## config.mk

```make
export PLATFORM = sky130hd
export DESIGN_NAME = transform_scheduler
export DESIGN_NICKNAME = d
export VERILOG_FILES = /design/src/rtl/transform_scheduler.sv
export SDC_FILE = /design/constraint.sdc
export NUM_CORES = 1
export LEC_CHECK = 0
export BUFFER_PORTS_ARGS = -buffer_cell sky130_fd_sc_hd__buf_2
export CORE_ASPECT_RATIO = 1.5
export CORE_MARGIN = 4
export CORE_UTILIZATION = 50
export DETAILED_ROUTE_END_ITERATION = 12
export MAX_ROUTING_LAYER = met4
export PLACE_DENSITY_LB_ADDON = 0.3
export SKIP_LAST_GASP = 1
export SLEW_MARGIN = 10
export SYNTH_ARGS = -nofsm -noshare
export SYNTH_HDL_FRONTEND = slang
export SYNTH_SLANG_ARGS = --single-unit
```

## constraint.sdc

```tcl
create_clock -name clk -period 2.2 [get_ports clk]
set_input_delay 0.22 -clock clk [delete_from_list [all_inputs] [get_ports clk]]
set_output_delay 0.22 -clock clk [all_outputs]
set_load 0.01 [all_outputs]
```

## src/rtl/transform_scheduler.sv

```systemverilog
// transform_scheduler: sequences the 4x4 blocks of a macroblock through a fixed-latency
// transform/quant/invquant/invtran datapath and tracks which block sits in each stage.
// Ports: clk, reset (async, active-low); mb_start/mb_abort in, mb_busy/mb_done out;
// res_valid in, res_ready/res_blk_idx out (residual source handshake);
// dp_enable out (enable for every datapath stage);
// out_valid/out_blk_idx out, out_ready in (reconstructed-block sink handshake);
// inflight out (number of valid pipeline slots).
module transform_scheduler #(
  parameter int PIPE_LAT = 4,
  parameter int BLOCKS   = 16
) (
  input  logic       clk,
  input  logic       reset,
  input  logic       mb_start,
  input  logic       mb_abort,
  output logic       mb_busy,
  output logic       mb_done,
  input  logic       res_valid,
  output logic       res_ready,
  output logic [3:0] res_blk_idx,
  output logic       dp_enable,
  output logic       out_valid,
  output logic [3:0] out_blk_idx,
  input  logic       out_ready,
  output logic [2:0] inflight
);
  typedef enum logic [1:0] {IDLE, RUN, DRAIN, DONE} state_t;
  state_t state;
  logic [PIPE_LAT-1:0] vld;
  logic [PIPE_LAT-1:0][3:0] idx;
  logic [4:0] issued, retired;
  logic accept, retire;
  assign mb_busy     = state != IDLE;
  assign mb_done     = state == DONE;
  assign out_valid   = vld[PIPE_LAT-1];
  assign out_blk_idx = idx[PIPE_LAT-1];
  assign res_blk_idx = issued[3:0];
  // the whole datapath freezes while the tail holds a block the sink refuses
  assign dp_enable   = (state == RUN || state == DRAIN) && !(out_valid && !out_ready);
  assign res_ready   = state == RUN && issued < 5'(BLOCKS) && dp_enable;
  assign accept      = res_valid && res_ready;
  assign retire      = out_valid && out_ready;
  always_comb begin
    inflight = '0;
    for (int i = 0; i < PIPE_LAT; i++) inflight = inflight + 3'(vld[i]);
  end
  always_ff @(posedge clk or negedge reset) begin
    if (!reset) begin
      state   <= IDLE;
      vld     <= '0;
      idx     <= '0;
      issued  <= '0;
      retired <= '0;
    end else if (mb_abort) begin
      state   <= IDLE;
      vld     <= '0;
      issued  <= '0;
      retired <= '0;
    end else begin
      // a cycle without an accept shifts a bubble into entry 0
      if (dp_enable) begin
        vld <= {vld[PIPE_LAT-2:0], accept};
        idx <= {idx[PIPE_LAT-2:0], res_blk_idx};
      end
      if (accept) issued <= issued + 5'd1;
      if (retire) retired <= retired + 5'd1;
      case (state)
        IDLE: if (mb_start) begin
          state   <= RUN;
          issued  <= '0;
          retired <= '0;
        end
        RUN:   if (accept && issued == 5'(BLOCKS - 1)) state <= DRAIN;
        DRAIN: if (retire && retired == 5'(BLOCKS - 1)) state <= DONE;
        default: state <= IDLE;
      endcase
    end
  end
endmodule
```

# After elaboration in Yosys (flattened, before gate mapping)
# Index checks and enable logic that the tools add are counted.
[word_totals]
output_inout_bits = 16
elab_cells = 54
inputBits = 6
regBits = 32
[classes]
n_eq_ne = 8
n_mux = 15
order_cmp = 1
bitwise_logic = 1
add_sub_neg = 5
n_reduce_logical = 16
[op_table]
columns = ["op", "n"]
rows = [
  ["5-bit 2-to-1 mux", 8],
  ["5-bit by 1-bit adder with 5-bit output, second input constant", 2],
  ["5-bit by 4-bit == test with 1-bit output, second input constant", 2],
  ["1-bit logical AND", 8],
  ["2-bit 2-to-1 mux", 4],
  ["4-bit 2-to-1 mux", 2],
  ["3-bit by 2-bit != test with 1-bit output, second input constant", 2],
  ["2-bit case mux with 3 select lines", 1],
  ["5-bit < comparator, second input constant", 1],
  ["2-bit == test, second input constant", 2],
  ["2-bit nonzero test", 2],
  ["2-bit by 1-bit adder with 3-bit output", 1],
  ["3-bit by 1-bit adder with 3-bit output", 1],
  ["3-bit != test, second input constant", 1],
  ["3-bit AND reduction", 1],
  ["1-bit by 1-bit adder with 2-bit output", 1],
  ["2-bit by 1-bit == test with 1-bit output, second input constant", 1],
  ["1-bit zero test", 2],
  ["2-bit zero test", 1],
  ["2-bit AND reduction", 1],
  ["1-bit logical OR", 1],
  ["1-bit NOT", 1],
]

# Logic depth before layout (Yosys ltp)
# Gate-level depths: netlist of run 1.
[depth]
word_depth = 10
depth_mapped = 8

# Worst setup path before layout of run 1
# No wires, ideal clock.
[synth_timing]
kind = "register to output"
from = "register vld[3]"
to = "output inflight[1]"
n_path_buf = 0
t_arrival_ns = 1.598
required_ns = 1.980
slack_ns = 0.382
stages_incl_launch_ff = 6
path_cell_list = "dfrtp_1 inv_1 fa_1 inv_1 ha_1 ha_1"
[synth_via]
elab_chain_cells = 1
[synth_lines]
columns = ["item", "line_no", "source"]
rows = [
  ["from (decl)", "29", "logic [PIPE_LAT-1:0] vld;"],
  ["from (signal assigned)", "62", "vld <= {vld[PIPE_LAT-2:0], accept};"],
  ["3-bit by 1-bit adder with 3-bit output", "45", "for (int i = 0; i < PIPE_LAT; i++) inflight = inflight + 3'(vld[i]);"],
  ["to (decl)", "25", "output logic [2:0] inflight"],
]
# No other way between the ends.

# Worst setup path in the final report of run 1
[layout_timing]
from = "register vld[1]"
to = "output inflight[1]"
[layout_via]
elab_chain_cells = 3
[layout_lines]
columns = ["item", "line_no"]
rows = [
  ["1-bit by 1-bit adder with 2-bit output", "45"],
  ["2-bit by 1-bit adder with 3-bit output", "45"],
  ["3-bit by 1-bit adder with 3-bit output", "45"],
]
# No other way between the ends.

==> results by group, run 1 <==
Flow run
  – MaxCap Viol Count: 0

Logic synthesis
  – Ys Warns: 0
  – Adder-Cell Fraction of Synth Area: 0.0862
  – Post-synth EDFFs: 0
  – Syn_nets: 161
  – Post-Syn Area: 1680 um^2
  – Largest family of logic cells by synthesized area: multiplexers
  – Synth Instances: 144
  – Yosys top cell by area: dfrtp_1
  – Most common cell in the netlist: dfrtp_1
  – Mux contribution to synthesized area: 0.141
  – Synth Register Bits: 32
  – Synth Area in XOR/XNOR: 0.0260
  – Simple-gate area share of the yosys netlist: 0.111
  – Synth Area in Compound Gates: 0.0587
  – Asr flop ratio synth: 1.00
  – Top FF cell, synth: dfrtp_1
  – Synth unique cells: 35
  – Post-synth top area share: 0.475
  – Synthesized area per cell: 11.7 um^2
  – Commonest cells post-synth: dfrtp_1, inv_1, nor2_1
  – Register area share after synthesis: 0.475
  – Top post-synthesis cells by area: dfrtp_1, mux2_4, ha_1

Worst setup path
  – Flop-to-flop setup slack: 0.28 ns
  – R2R cell count: 6
  – Max FO, Critical Path: 3
  – Worst setup EP type: primary output
  – Worst path slowest cell: fa_1
  – Top delay family on crit path: adder cells
  – R2r startpoint: state[0]
  – Worst endpoint required time: 1.98 ns
  – Critical Setup Path Class: flop to primary output
  – Critical path launch point type: flop
  – CP peak stage delay: approximately 0.54 ns
  – R2R Path End: idx[11]
  – Worst-path cell chain: inv_1 -> fa_1 -> inv_1 -> ha_1 -> ha_1 -> buf_2
  – CP arrival: between 1.5 and 2 ns
  – CP bufs+invs: 3

CTS
  – Clock transition at path regs: 0.06 ns
  – Skew-Pair Late Insertion Delay: between 0.2 and 0.3 ns
  – Sink Count: 32
  – Clk buf depth: 2
  – CTS tree: yes
  – Cts bufs inserted: 5
  – Hold buffer count at cts: 0
  – CTS H-tree lvls: 2
  – Root buffer cell: clkbuf_8

Placement
  – Pre-CTS setup slack: 0.235 ns
  – Dpl hpwl: approximately 2.2 mm
  – Port Buf Inserts: 21
  – RePlAce Congestion: about 0.82

Drt
  – Routed Antenna Nets: 0
  – DRC: 0
  – Drt first pass iters: 6
  – Vias per cell: 5.21
  – Wirelength per Cell: roughly 14 um
  – DRT iter0 DRCs: 20
  – Via count: 1047
  – DRT Wirelength: 2.88 mm

Floorplan
  – # rows: 25
  – Effective utilization at floorplan: 0.528
  – Die width: 55.4 um
  – Core ar.: 3190 um^2
  – Io pins: 22
  – Die area: roughly 4400 um^2
  – Die height: 79.1 um

STA
  – Setup TNS: 0 ns
  – Min Clock Period, post-route: 2.10 ns
  – Worst slew pin tran: 0.697 ns
  – Normalized max-slew margin: 0.536
  – Skew final: 0.00331 ns
  – RSZ-0062 raised after global routing: false
  – Fmax: around 480 MHz
  – Final WS setup: 0.101 ns
  – Setup violations, final: 0
  – Final period util: 0.954
  – Hold WS: -0.0125 ns
  – Pins Over Slew Limit: 0
  – Final hold viol count: 31

Finish
  – # fillers: approximately 300
  – Final net count: 177
  – Antenna Diode Count: 0
  – Layout cells sized above 1: 0.317
  – Layout area overhead: 8.32%

GRT
  – Gr usage total: 0.156
  – Total grt overflow: 0
  – Initial antenna violation count: 0
  – Number of global-route vias before repair: approximately 1100
  – First-pass GRT wire length: 5.19 mm
  – Largest net degree at the start of global routing: 33

Min path
  – Worst Hold Class: input port to asynchronous set/reset pin

Status
  – Outcome: finished, violations left
  – Failing checks: negative hold slack

Power
  – PD cells: 841 nW/um^2
  – Maximum vdd drop: 0.516 mV
  – Tot Pwr: 0.00153 W
  – Leakage: roughly 0.98 nW
[cells by family (layout without fill, tap and decap cells)]
group,count (synthesis),in the layout
muxes,18,18
xor gates and xnor gates,5,5
DFF,32,32
AOI/OAI and AO/OA,16,16
adders and majority gates,11,11
buffers and inverters,27,44
and+or+nand+nor,35,35
[metrics by stage]
stage / utilization / cell area, um^2 / instances
2_1_floorplan: - / 1680 / 144
3_3_place_gp: 0.541 / 1730 / 192
3_5_place_dp: 0.541 / 1730 / 192
4_1_cts: 0.569 / 1820 / 200
5_1_grt: 0.572 / 1820 / 201
6_report: 0.572 / 1820 / 201
[metal layers]
| layer | global-route usage | routed length, um |
|---|---|---|
| met5 | - | 0 |
| met3 | 0.0358 | 107 |
| met1 | 0.169 | 1100 |
| met2 | 0.280 | 1640 |
| met4 | 0.0511 | 31 |
[worst max-delay path by stage]
stage                     cells past startpoint          end    from  slack [ns]
final                                         6  inflight[1]  vld[1]        0.10
after detailed placement                      6  inflight[1]  vld[3]        0.24
after CTS                                     6  inflight[1]  vld[3]       0.004
after global placement                        6  inflight[1]  vld[3]        0.28
after global routing                          6  inflight[1]  vld[1]      0.0007
after floorplan                               5  inflight[1]  vld[3]        0.38
[layout make-up]
class	instances	area, um^2	share of cell area
clock buffer	8	90.1	0.0494
inverter	13	48.8	0.0267
multi-input combinational	85	713	0.391
sequential	32	802	0.440
tap	40	50.0	0.0274
timing repair buffer	23	120	0.0658
[cells in the final DEF (no fill, tap or decap), types with 2 or more instances in the layout]
cell      instances
mux2_4           10
buf_4             2
a21oi_1           5
and3b_1           2
and3_1            2
mux2i_1           2
inv_1            12
nand3_1           5
buf_2            21
ha_1             10
nand4_1           2
clkbuf_8          6
xor2_1            4
mux2_2            6
dfrtp_1          31
o21ai_0           4
nor2_1           12
nand2_1           5
clkbuf_1          2
[where the power goes]
| part | switching [W] | internal (W) |
|---|---|---|
| sequential | 0.0000229 | 0.000622 |
| combinational | 0.000270 | 0.000166 |
| clock | 0.000198 | 0.000255 |
[timing repair]
item                       4_1_cts  5_1_grt
setup buffers                    0        1
pin swaps                        0        2
gates resized for setup          1        1
setup endpoints to repair        1        1
gates cloned                     0        0
[registers in the layout, indices dropped and copies added, names as in the netlist]
| name | cells |
|---|---|
| issued | 5 |
| state | 2 |
| out_blk_idx | 4 |
| idx | 12 |
| retired | 5 |
| vld | 4 |
No activity file was read; power rests on OpenSTA's default activity.
==> inputs of run 2 (changes only) <==
--- a/config.mk
+++ b/config.mk
@@ -5,10 +5,12 @@
 export SDC_FILE = /design/constraint.sdc
 export NUM_CORES = 1
 export LEC_CHECK = 0
+export ABC_AREA = 1
 export BUFFER_PORTS_ARGS = -buffer_cell sky130_fd_sc_hd__buf_2
 export CORE_ASPECT_RATIO = 1.5
 export CORE_MARGIN = 4
 export CORE_UTILIZATION = 50
+export CTS_CLUSTER_SIZE = 40
 export DETAILED_ROUTE_END_ITERATION = 12
 export MAX_ROUTING_LAYER = met4
 export PLACE_DENSITY_LB_ADDON = 0.3
==> run 2 against run 1 <==
  * The run still ends with negative hold slack left
  * Synthesized cell count grew 24%
  * Fmax increased by 0.26%
  * Final cell count up 17%
  * Clock-buffer cell count decreased by 1
  * Sequential share of layout area fell by 0.090 points
  * Setup slack improved by 0.0055 ns
  * Critical endpoint unchanged
  * Largest power group unchanged
  * Highest routed layer unchanged
==> results by group, run 2 <==
Status
  – Outcome: finished, violations left
  – Failing checks: negative hold slack

Finish
  – # fillers: 280
  – Layout area overhead: 10.8%
  – Final instance area: 1830 um^2
  – Most frequent cells in the layout: dfrtp_1, inv_1, nand2_1, buf_2, nor2_1
  – Leading cell type in the layout, fill and taps excluded: dfrtp_1
  – Antenna Diode Count: 0
  – Layout cells sized above 1: 0.230
  – Most flops, register: idx
  – Max FFs per register: 12
  – Final std cells w/o fill: between 200 and 250
  – Final net count: 213
  – Largest regs: idx: 12 flops, issued: 5 flops, retired: 5 flops
  – Util after Layout: 0.579

GRT
  – Met2 Track Usage GR: 0.268
  – Number of global-route vias before repair: 1187
  – Largest net degree at the start of global routing: 33
  – Initial antenna violation count: 0
  – GRT met1 Usage: 0.168
  – Gr usage total: 0.164
  – First-pass GRT wire length: 5.04 mm
  – Total grt overflow: 0
  – Global route hottest layer: met2
  – Met3 usage: 0.0607

Worst setup path
  – R2r startpoint: state[0]
  – Worst path slowest cell: fa_1
  – Worst endpoint required time: 1.98 ns
  – CP bufs+invs: 3
  – Critical path launch point type: flop
  – Top delay family on crit path: adder cells
  – Flop-to-flop setup slack: roughly 0.36 ns
  – Max FO, Critical Path: 5
  – R2R Path End: out_blk_idx[0]
  – Worst-path cell chain: inv_2 -> fa_1 -> inv_1 -> ha_1 -> ha_1 -> buf_2
  – R2R cell count: 6
  – CP peak stage delay: 0.53 ns
  – CP most frequent cell: ha_1
  – Worst setup EP type: primary output
  – CP arrival: roughly 1.9 ns
  – Critical Setup Path Class: flop to primary output

Drt
  – Wirelength per Cell: 12.1 um
  – DRC: 0
  – Routed Antenna Nets: 0
  – Drt first pass iters: 4
  – DRT Wirelength: 2.85 mm
  – DRT iter0 DRCs: 26
  – Vias per cell: ~5.0
  – Via count: 1184

Floorplan
  – Die width: 54.9 um
  – Die height: 78.3 um
  – Core ar.: about 3200 um^2
  – Effective utilization at floorplan: 0.522
  – Die area: 4300 um^2
  – Io pins: 22
  – # rows: 25

Logic synthesis
  – Post-synth top area share: 0.486
  – Synth Area in Compound Gates: 0.101
  – Asr flop ratio synth: 1.00
  – Commonest cells post-synth: dfrtp_1, inv_1, nand2_1
  – Yosys top cell by area: dfrtp_1
  – Synth unique cells: 24
  – Synth Area in XOR/XNOR: 0.00531
  – Most common cell in the netlist: dfrtp_1
  – Simple-gate area share of the yosys netlist: 0.164
  – Largest family of logic cells by synthesized area: simple AND/OR/NAND/NOR gates
  – Post-synth EDFFs: 0
  – Register area share after synthesis: 0.486
  – Synth Register Bits: 32
  – Synthesized area per cell: 9.26 um^2
  – Top post-synthesis cells by area: dfrtp_1, ha_1, inv_1
  – Post-Syn Area: 1650 um^2
  – Mux contribution to synthesized area: 0.0364
  – Synth Instances: 178
  – Ys Warns: 0
  – Adder-Cell Fraction of Synth Area: 0.0880
  – Top FF cell, synth: dfrtp_1
  – Syn_nets: 195

STA
  – Worst slew pin tran: approximately 0.70 ns
  – Fmax: 478 MHz
  – RSZ-0062 raised after global routing: false
  – Skew final: 0.00240 ns
  – Setup violations, final: 0
  – Final period util: 0.952
  – Normalized max-slew margin: 0.534
  – Setup TNS: 0 ns
  – Pins Over Slew Limit: 0
  – Min Clock Period, post-route: 2.09 ns
  – Hold WS: -0.0138 ns
  – Final hold viol count: 25

Placement
  – RePlAce Congestion: roughly 0.8
  – Placed inst area: 1720 um^2
  – Dpl hpwl: 2.18 mm
  – Port Buf Inserts: 21
  – Inst Count DP: 228

CTS
  – CTS H-tree lvls: 2
  – Skew-Pair Late Insertion Delay: about 0.27 ns
  – Clock transition at path regs: 0.06 ns
  – Cts bufs inserted: 5
  – Hold buffer count at cts: 0
  – CTS tree: yes
  – Root buffer cell: clkbuf_8
  – Clk buf depth: 2
  – Sink Count: 32

Power
  – Maximum vdd drop: 0.606 mV
  – Pint: 0.00132 W
  – PD cells: around 1100 nW/um^2
  – Sequential power share: 0.401
  – Comb pwr share: 0.368
  – Leakage: 0.960 nW
  – Switching pwr: 0.000714 W
  – Clk pwr share: 0.231
  – Switching share of power: 0.352

Flow run
  – MaxCap Viol Count: 0

Min path
  – Worst Hold Class: input port to asynchronous set/reset pin
run 2: cell types whose count changed after synthesis, sizes merged, moves of 9 or more:
cell / change
o21ai: +11
mux2: -12
nand2: +20
nor2: +9
inv: +18
run 2: cell families (layout without fill, tap and decap cells):
kind of cell / Yosys count / count (layout)
and+or+nand+nor: 59 / 59
AOI/OAI and AO/OA: 29 / 29
xor gates and xnor gates: 1 / 1
muxes: 4 / 4
adders and majority gates: 11 / 11
buffers and inverters: 42 / 60
DFF: 32 / 32
run 2: how the worst max path moves through the flow:
stage	slack, ns	endpoint	start	cells after the start
floorplan	0.35	inflight[1]	vld[3]	5
global placement	0.31	inflight[1]	vld[3]	6
detailed placement	0.28	inflight[1]	vld[3]	6
CTS	0.03	inflight[1]	vld[3]	6
global route	0.004	inflight[1]	vld[3]	6
finish	0.11	inflight[1]	vld[3]	6
run 2: per-layer routing:
layer	share of wire	wire, um	vias up
met3	0.036	103	11
met1	0.40	1140	566
met4	0.032	90	0
met2	0.53	1520	17
met5	0	0	-
li1	-	-	590
run 2: timing repair:
action / in CTS / in global routing
buffers inserted: 0 / 1
resized for setup: 1 / 1
endpoints found under the hold margin: 0 / 0
setup endpoints to repair: 1 / 1
pin swaps: 0 / 0
run 2: final cells by class:
class | instances | area [um^2] | share of cell area
clock buffer | 7 | 96.3 | 0.0527
inverter | 31 | 116 | 0.0637
multi-input combinational | 104 | 651 | 0.356
sequential | 32 | 802 | 0.439
tap | 40 | 50.0 | 0.0274
timing repair buffer | 22 | 113 | 0.0616
run 2: power groups by stage:
stage	logic (W)	registers, W	clock network (W)
global placement	0.000720	0.000818	0
floorplan	0.000647	0.000807	0
global route	0.000839	0.000836	0.000527
finish	0.000747	0.000815	0.000470
CTS	0.000758	0.000817	0.000489
detailed placement	0.000754	0.000828	0
run 2: per-stage QoR:
stage | setup slack [ns] | total power [W]
after floorplan | 0.355 | 0.00145
after global placement | 0.310 | 0.00154
after detailed placement | 0.275 | 0.00158
after CTS | 0.0276 | 0.00206
after global routing | 0.00376 | 0.00220
final | 0.106 | 0.00203
==> inputs of run 3 (changes only) <==
--- a/config.mk
+++ b/config.mk
@@ -12,7 +12,6 @@
 export CORE_UTILIZATION = 50
 export CTS_CLUSTER_SIZE = 40
 export DETAILED_ROUTE_END_ITERATION = 12
-export MAX_ROUTING_LAYER = met4
 export PLACE_DENSITY_LB_ADDON = 0.3
 export SKIP_LAST_GASP = 1
 export SLEW_MARGIN = 10
==> run 3 against run 2 <==
  * The flow still finishes with violations (negative hold slack)
  * Sequential power hardly changed
  * Global-route usage shrank 0.44 points
  * Hold slack about the same
  * Core utilization unchanged
  * Sequential share of layout area unchanged
  * Final area unchanged
  * Wire length is 0.21% lower
  * Combinational power barely moved
  * Critical path type unchanged
  * Largest cell class unchanged
==> results by group, run 3 (synthesis results as in run 2) <==
Drt
  – DRC: 0
  – Wirelength per Cell: 12.1 um
  – Routed Antenna Nets: 0
  – Vias per cell: approximately 5
  – Via count: 1185
  – DRT iter0 DRCs: 18
  – DRT Wirelength: between 2 and 3 mm
  – Drt first pass iters: 4

GRT
  – Global route hottest layer: met2
  – Number of global-route vias before repair: about 1200
  – First-pass GRT wire length: 5.03 mm
  – Met3 usage: 0.0645
  – Initial antenna violation count: 0
  – Largest net degree at the start of global routing: 33
  – Met2 Track Usage GR: 0.268
  – Total grt overflow: 0
  – Gr usage total: 0.160
  – GRT met1 Usage: 0.164

CTS
  – Clock transition at path regs: 0.06 ns
  – CTS tree: yes
  – Cts bufs inserted: 5
  – Sink Count: 32
  – Root buffer cell: clkbuf_8
  – Skew-Pair Late Insertion Delay: 0.27 ns
  – CTS H-tree lvls: 2
  – Clk buf depth: 2

Status
  – Failing checks: negative hold slack
  – Outcome: finished, violations left

Floorplan
  – Io pins: 22
  – Core ar.: around 3200 um^2
  – Die height: roughly 78 um
  – # rows: 25
  – Effective utilization at floorplan: 0.522
  – Die area: 4300 um^2
  – Die width: ~55 um

STA
  – Final WS setup: ~0.11 ns
  – Final hold viol count: 27
  – Setup TNS: 0 ns
  – Fmax: about 480 MHz
  – Final period util: 0.952
  – Worst slew pin tran: 0.699 ns
  – Normalized max-slew margin: 0.534
  – Skew final: 0.00240 ns
  – RSZ-0062 raised after global routing: false
  – Setup violations, final: 0
  – Pins Over Slew Limit: 0
  – Hold WS: -0.0140 ns
  – Min Clock Period, post-route: 2.09 ns

Finish
  – Area of the multi-input gates: 651 um^2
  – Max FFs per register: 12
  – Leading cell type in the layout, fill and taps excluded: dfrtp_1
  – Antenna Diode Count: 0
  – # fillers: 280
  – Largest regs: idx: 12 flops, issued: 5 flops, retired: 5 flops
  – Most flops, register: idx
  – Reg area: between 800 and 900 um^2
  – Most frequent cells in the layout: dfrtp_1, inv_1, nand2_1, buf_2, nor2_1
  – Layout cells sized above 1: 0.230
  – Final net count: 213
  – Layout area overhead: 10.8%
  – Final instance area: ~1800 um^2

Power
  – Leakage: 0.960 nW
  – Comb pwr share: 0.368
  – Clk pwr share: 0.231
  – Sequential power share: 0.401
  – Switching pwr: between 0.0007 and 0.0008 W
  – Maximum vdd drop: slightly above 0.6 mV
  – PD cells: about 1100 nW/um^2
  – Pint: 0.00132 W
  – Switching share of power: 0.352
  – Tot Pwr: 0.00203 W

Worst setup path
  – CP peak stage delay: 0.53 ns
  – Worst endpoint required time: 1.98 ns
  – Critical path launch point type: flop
  – Worst-path cell chain: inv_2 -> fa_1 -> inv_1 -> ha_1 -> ha_1 -> buf_2
  – Worst setup EP type: primary output
  – Flop-to-flop setup slack: around 0.36 ns
  – CP arrival: 1.87 ns
  – Max FO, Critical Path: 5
  – Critical Setup Path Class: flop to primary output
  – CP most frequent cell: ha_1
  – Worst path slowest cell: fa_1

Placement
  – Dpl hpwl: 2.18 mm
  – RePlAce Congestion: roughly 0.79
  – Pre-CTS setup slack: 0.275 ns
  – Placed inst area: 1720 um^2
  – Port Buf Inserts: 21

Min path
  – Worst Hold Class: input port to asynchronous set/reset pin

Flow run
  – MaxCap Viol Count: 0
run 3: cell counts in the layout (fill, tap and decap cells not counted):
Identical to the previous run, type by type.
run 3: area by class of cell:
| class | instances | share of cell area |
|---|---|---|
| repair buffers | 22 | 0.0616 |
| clock buffers | 7 | 0.0527 |
| flip-flops and latches | 32 | 0.439 |
| multi-input cells | 104 | 0.356 |
| inverters | 31 | 0.0637 |
| well taps | 40 | 0.0274 |
run 3: layer usage:
layer	wire, um	up-vias
met3	118	11
met1	1120	567
met2	1520	17
met5	0	-
met4	89	0
li1	-	590
run 3: metrics by stage:
step | utilization | hold WS (ns) | std cells
3_5_place_dp | 0.545 | 0.306 | 228
5_1_grt | 0.579 | 0.0314 | 236
4_1_cts | 0.576 | 0.00348 | 235
2_1_floorplan | - | -0.0756 | 178
6_report | 0.579 | -0.0140 | 236
3_3_place_gp | 0.545 | 0.310 | 228
run 3: critical path, delay by kind of cell, from the launching register on:
| kind | cells | cell delay [ns] |
|---|---|---|
| adder cells (fa/ha/maj) | 3 | 0.96 |
| flip-flops | 1 | 0.40 |
| buffers and inverters | 3 | 0.24 |
run 3: worst paths after layout:
check / startpoint / endpoint / cells past startpoint
max: vld[3] / inflight[1] / 6
min: reset / vld[2] / 1
max reg2reg: state[0] / out_blk_idx[0] / 6
min reg2reg: idx[1] / idx[1] / 2
max in group asynchronous: reset / vld[3] / 1
min in group clk: mb_abort / vld[0] / 2
run 3: power by group through the flow:
stage               sequential (W)  combinational, W  clock (W)
floorplan                 0.000807          0.000647          0
global placement          0.000818          0.000720          0
detailed placement        0.000828          0.000754          0
CTS                       0.000817          0.000758   0.000489
global route              0.000835          0.000839   0.000527
finish                    0.000815          0.000747   0.000470
run 3: what timing repair did:
action,4_1_cts,5_1_grt
endpoints found under the setup margin,1,1
hold buffers,0,0
gates resized for setup,1,1
cloned,0,0
setup buffers,0,1
